[src/rtl/ikaopm_timer_hostif.sv]
// ikaopm_timer_hostif
//   Host bus front end for the timer block. Decodes 8-bit CPU writes
//   (address port on A0=0, data port on A0=1) into the timer control
//   registers. It also returns the status byte {BUSY, 5'b0, FLAG_B, FLAG_A}
//   on reads.
//
// Ports
//   i_EMUCLK        master clock, all state on posedge
//   i_MRST          asynchronous active-high reset
//   i_phi1_NCEN_n   phi1 clock enable (active low)
//   i_CS_n/i_WR_n/i_RD_n/i_A0/i_D   CPU bus
//   i_TIMERA_FLAG/i_TIMERB_FLAG     flags from the timer
//   o_D/o_D_OE      read data and its output enable
//   o_CLKA1/o_CLKA2/o_CLKB          timer reload values
//   o_TIMERx_RUN/o_TIMERx_IRQ_EN    timer control bits
//   o_TIMERx_FRST   single-phi1 flag-reset pulses
//   o_CSM/o_TEST_D2 misc control bits
//   o_BUSY          write-busy status
//
// Optional feature macro: IKAOPM_TIMER_REGREAD_EN
//   When defined, a read with A0=0 returns the register selected by the
//   address latch. When undefined, every read returns status.

module ikaopm_timer_hostif #(
    parameter int BUSY_CYCLES = 32,
    parameter int BUSY_W      = 6
) (
    input  logic       i_EMUCLK,
    input  logic       i_MRST,
    input  logic       i_phi1_NCEN_n,
    input  logic       i_CS_n,
    input  logic       i_WR_n,
    input  logic       i_RD_n,
    input  logic       i_A0,
    input  logic [7:0] i_D,
    input  logic       i_TIMERA_FLAG,
    input  logic       i_TIMERB_FLAG,
    output logic [7:0] o_D,
    output logic       o_D_OE,
    output logic [7:0] o_CLKA1,
    output logic [1:0] o_CLKA2,
    output logic [7:0] o_CLKB,
    output logic       o_TIMERA_RUN,
    output logic       o_TIMERB_RUN,
    output logic       o_TIMERA_IRQ_EN,
    output logic       o_TIMERB_IRQ_EN,
    output logic       o_TIMERA_FRST,
    output logic       o_TIMERB_FRST,
    output logic       o_CSM,
    output logic       o_TEST_D2,
    output logic       o_BUSY
);

    localparam logic [BUSY_W-1:0] BUSY_LOAD = BUSY_W'(BUSY_CYCLES);

    logic              w_wr;
    logic              w_phi1;
    logic              w_commit;
    logic              w_commit_addr;
    logic              w_commit_data;
    logic [7:0]        w_status;
    logic [7:0]        w_rdata;

    logic              r_wr;
    logic              r_wr_armed;
    logic              r_a0;
    logic [7:0]        r_d;
    logic [7:0]        r_addr;
    logic [BUSY_W-1:0] r_busy_cnt;

    assign w_wr          = ~i_CS_n & ~i_WR_n;
    assign w_phi1        = ~i_phi1_NCEN_n;
    // Commit on the trailing edge of the registered strobe.
    assign w_commit      = r_wr & ~w_wr;
    assign w_commit_addr = w_commit & ~r_a0;
    assign w_commit_data = w_commit &  r_a0;
    assign w_status      = {o_BUSY, 5'b0, i_TIMERB_FLAG, i_TIMERA_FLAG};

    // Strobe tracking and bus capture. The armed flag needs one idle bus
    // cycle after reset, so a strobe that straddles reset never commits.
    always_ff @(posedge i_EMUCLK or posedge i_MRST) begin
        if (i_MRST) begin
            r_wr_armed <= 1'b0;
            r_wr       <= 1'b0;
            r_a0       <= 1'b0;
            r_d        <= 8'h00;
            r_addr     <= 8'h00;
        end else begin
            r_wr_armed <= r_wr_armed | ~w_wr;
            r_wr       <= w_wr & r_wr_armed;
            if (w_wr) begin
                r_a0 <= i_A0;
                r_d  <= i_D;
            end
            if (w_commit_addr)
                r_addr <= r_d;
        end
    end

    // Register file.
    always_ff @(posedge i_EMUCLK or posedge i_MRST) begin
        if (i_MRST) begin
            o_CLKA1         <= 8'h00;
            o_CLKA2         <= 2'b00;
            o_CLKB          <= 8'h00;
            o_TIMERA_RUN    <= 1'b0;
            o_TIMERB_RUN    <= 1'b0;
            o_TIMERA_IRQ_EN <= 1'b0;
            o_TIMERB_IRQ_EN <= 1'b0;
            o_CSM           <= 1'b0;
            o_TEST_D2       <= 1'b0;
        end else if (w_commit_data) begin
            case (r_addr)
                8'h01: o_TEST_D2 <= r_d[2];
                8'h10: o_CLKA1   <= r_d;
                8'h11: o_CLKA2   <= r_d[1:0];
                8'h12: o_CLKB    <= r_d;
                8'h14: begin
                    o_TIMERA_RUN    <= r_d[0];
                    o_TIMERB_RUN    <= r_d[1];
                    o_TIMERA_IRQ_EN <= r_d[2];
                    o_TIMERB_IRQ_EN <= r_d[3];
                    o_CSM           <= r_d[7];
                end
                default: ;
            endcase
        end
    end

    // Flag-reset pulses: set wins over clear, so a pulse set on a phi1 edge
    // survives until the next phi1 edge and is seen by exactly one sample.
    always_ff @(posedge i_EMUCLK or posedge i_MRST) begin
        if (i_MRST) begin
            o_TIMERA_FRST <= 1'b0;
            o_TIMERB_FRST <= 1'b0;
        end else begin
            if (w_commit_data && r_addr == 8'h14 && r_d[4])
                o_TIMERA_FRST <= 1'b1;
            else if (w_phi1)
                o_TIMERA_FRST <= 1'b0;

            if (w_commit_data && r_addr == 8'h14 && r_d[5])
                o_TIMERB_FRST <= 1'b1;
            else if (w_phi1)
                o_TIMERB_FRST <= 1'b0;
        end
    end

    // Busy down-counter; a data write reloads even while already busy.
    always_ff @(posedge i_EMUCLK or posedge i_MRST) begin
        if (i_MRST) begin
            r_busy_cnt <= '0;
            o_BUSY     <= 1'b0;
        end else begin
            if (w_commit_data)
                r_busy_cnt <= BUSY_LOAD;
            else if (w_phi1 && r_busy_cnt != '0)
                r_busy_cnt <= r_busy_cnt - 1'b1;
            o_BUSY <= (r_busy_cnt != '0);
        end
    end

`ifdef IKAOPM_TIMER_REGREAD_EN
    logic [7:0] w_regrd;

    always_comb begin
        w_regrd = 8'h00;
        case (r_addr)
            8'h01: w_regrd = {5'b0, o_TEST_D2, 2'b0};
            8'h10: w_regrd = o_CLKA1;
            8'h11: w_regrd = {6'b0, o_CLKA2};
            8'h12: w_regrd = o_CLKB;
            8'h14: w_regrd = {o_CSM, 3'b0, o_TIMERB_IRQ_EN, o_TIMERA_IRQ_EN,
                              o_TIMERB_RUN, o_TIMERA_RUN};
            default: w_regrd = 8'h00;
        endcase
    end

    assign w_rdata = i_A0 ? w_status : w_regrd;
`else
    assign w_rdata = w_status;
`endif

    // Read path.
    always_ff @(posedge i_EMUCLK or posedge i_MRST) begin
        if (i_MRST) begin
            o_D    <= 8'h00;
            o_D_OE <= 1'b0;
        end else begin
            o_D    <= w_rdata;
            o_D_OE <= ~i_CS_n & ~i_RD_n;
        end
    end

endmodule

[config.mk]
export PLATFORM = sky130hd
export DESIGN_NAME = ikaopm_timer_hostif
export DESIGN_NICKNAME = d
export VERILOG_FILES = /design/src/rtl/ikaopm_timer_hostif.sv
export SDC_FILE = /design/constraint.sdc
export NUM_CORES = 1
export LEC_CHECK = 0
export ABC_CLOCK_PERIOD_IN_PS = 1800
export CORE_MARGIN = 3
export CORE_UTILIZATION = 35
export CTS_CLUSTER_DIAMETER = 200
export CTS_CLUSTER_SIZE = 16
export DETAILED_ROUTE_END_ITERATION = 7
export GPL_TIMING_DRIVEN = 0
export PLACE_DENSITY = 0.58
export SYNTH_ARGS = -nofsm -noshare
export SYNTH_HDL_FRONTEND = slang
export SYNTH_SLANG_ARGS = --single-unit
export TNS_END_PERCENT = 20
[constraint.sdc]
create_clock -name i_EMUCLK -period 1.8 [get_ports i_EMUCLK]
set_input_delay 0.36 -clock i_EMUCLK [delete_from_list [all_inputs] [get_ports i_EMUCLK]]
set_output_delay 0.36 -clock i_EMUCLK [all_outputs]
set_load 0.02 [all_outputs]
==> reports/results.tsv <==
metric	value	unit
Final Routed Wirelength	4590	um
die footprint	0.00767	mm^2
worst vdd ir	0.461	mV
Final Max Tran Viols	0	
Reg2Reg Depth	3	
Finished Layout Cells	299	
Core Box Area	0.00639	mm^2
FMAX	0.512	GHz
number of diodes	0	
wire per inst	15.4	um
post-synthesis sequential area ratio	0.602	
router iterations before antenna repair	4	
fraction of layout cells with a size suffix above 1	0.311	
Synth area leader	dfrtp_1	
IO Port Bufs	47	
final worst setup slack	-0.152	ns
flops & latches, synth	56	
status	finished with violations	
Avg Cell Area, Syn	14.7	um^2
slew at the pin closest to its max-slew limit	0.658	ns
CTS Buffer Depth	2	
vias in the first global route	1526	
Row Count	29	
Post-synth top cells	dfrtp_1, mux2_2, nand2_1	
crit path DAT	2.16	ns
clk slew on worst S/H paths	0.10	ns
max cap viols	0	
crit path kind	flip-flop to flip-flop	
endpoints failing setup	21	
Synth async-reset ratio	1.00	
minimum clock period	1.95	ns
DP HPWL	3100	um
RSZ-0062 raised after global routing	yes	
Clk Latency, worst-skew pair	0.31	ns
mapped cell area	0.00233	mm^2
Antenna Nets Post-Route	0	
critical path endpoint category	flip-flop	
via-per-instance ratio	4.87	
violations in the final reports	negative setup slack	
TritonCTS clock tree	yes	
CTS sink count	56	
Post-synth EDFFs	0	
Die X	87.6	um
GRT Residual Overflow	0	
initial antenna violation count	0	
crit share post-route	1.08	
Static Leak	1.37	nW
crit path max fanout	6	
DIE HEIGHT	87.6	um
first-pass GRT wire length	7790	um
Ports	53	
CTS buffer count	5	
Hold Vio Cnt, Final	0	
PD cells	1030	mW/mm^2
NumNets Final	240	
ranking of synthesized cells by area	dfrtp_1, mux2_2, mux2_4	
GRT Total Usage	0.131	
Area Growth Syn to Fin	33.5	%
count leader, synth	dfrtp_1	
Critical Path RT	2.01	ns
Layout Skew	0.00508	ns
Finished Core Util	0.487	
relative slew slack	0.560	
Hold Path Depth	0	
clk root buf	clkbuf_8	
HP Class	flip-flop to flip-flop	
post-synth top area share	0.602	
Iter 0 DRT Violations	46	
RD Place Congestion	0.752	
yosys warns	0	
H-tree depth	2	
Synth Instances	159	
Starting Density	0.365	
Worst setup SP type	flip-flop	
total placed cells including tap cells	288	
hold_buf cts	0	
Main synth FF type	dfrtp_1	
Yosys cell types	33	
via count	1457	
maximum number of pins on one net before global-route repair	36	
# fillers	568	
# DRC	0	
final timing paths:
path / slack, ns / endpoint / startpoint
worst max-delay path: -0.15 / o_CSM$_DFFE_PP0N_ / r_addr[6]$_DFFE_PP0P_
max in group asynchronous: 0.85 / r_busy_cnt[3]$_DFFE_PP0P_ / i_MRST
worst min register to register: 0.38 / o_D[7]$_DFF_PP0_ / o_BUSY$_DFF_PP0_
worst max register to register: -0.15 / o_CSM$_DFFE_PP0N_ / r_addr[6]$_DFFE_PP0P_
min in group asynchronous: 0.39 / o_CLKB[2]$_DFFE_PP0P_ / i_MRST
worst min-delay path: 0.38 / o_D[7]$_DFF_PP0_ / o_BUSY$_DFF_PP0_
critical path, stage by stage (launching register included):
cell,delay (ns)
dfrtp_1,0.39
or4_4,0.60
or4_4,0.53
mux2_4,0.33
power by group:
part / switching [mW] / internal (mW)
sequential: 0.218 / 1.49
clock: 0.408 / 0.278
combinational: 0.369 / 0.455
total: 0.994 / 2.22
through the flow:
stage	hold WS (ns)	TNS (ns)	total power, mW	setup WS, ns	area, um^2
floorplan	0.391	-2.94	2.22	-0.178	2340
global placement	0.362	-82.54	2.50	-1.06	2910
detailed placement	0.366	-23.58	2.53	-0.857	2930
CTS	0.388	-2.56	3.24	-0.179	3080
global route	0.404	-4.43	3.43	-0.201	3110
finish	0.381	-2.32	3.21	-0.152	3110
metal layers:
layer | GRT usage | up-vias | part of all wire
met1 | 0.180 | 722 | 0.46
met2 | 0.190 | 46 | 0.45
met4 | 0.0502 | 0 | 0.021
met3 | 0.0442 | 9 | 0.073
met5 | 0 | - | 0
li1 | - | 680 | -
registers in the layout, summed over array words and instances, names as in the netlist, 2 cells and up:
name / count
r_addr: 8
r_d: 8
o_CLKB: 8
r_busy_cnt: 6
o_D: 3
o_CLKA1: 8
o_CLKA2: 2
cell families after synthesis:
family	synth area share
flops	0.602
mux	0.215
simple gates	0.102
compound gates	0.0355
buf+inv	0.0338
fa+ha+maj	0.0107
other cells	0.00161
cell type report:
type                       count  area (um^2)  area share
sequential                    56         1400       0.451
multi-input combinational     95          931       0.299
timing repair buffer          53          536       0.172
tap                           77         96.3      0.0310
clock buffer                   6         72.6      0.0233
buffer                         7         46.3      0.0149
clock inverter                 2         16.3     0.00523
inverter                       3         11.3     0.00362
placed cells by master, fill, tap and decap left out, drive strengths merged, types with 2 or more instances in the layout:
cell type,Yosys,layout
or3b,2,2
o21ai,2,2
a21oi,4,4
nor4,5,5
or4,3,3
ha,2,2
conb,1,5
nand2,6,6
dfrtp,56,56
nor2,3,3
inv,3,3
mux2i,2,2
buf,8,12
nand2b,2,2
a22o,2,2
mux2,41,41
or3,4,4
clkbuf,1,7
nand3b,3,3
clkdlybuf4s50,0,47
timing repair:
item | 4_1_cts | 5_1_grt
setup buffers | 5 | 0
pin swaps | 2 | 0
endpoints found under the setup margin | 26 | 43
gates resized for setup | 13 | 7
gates cloned | 0 | 0
(Power assumes the default switching activity.)
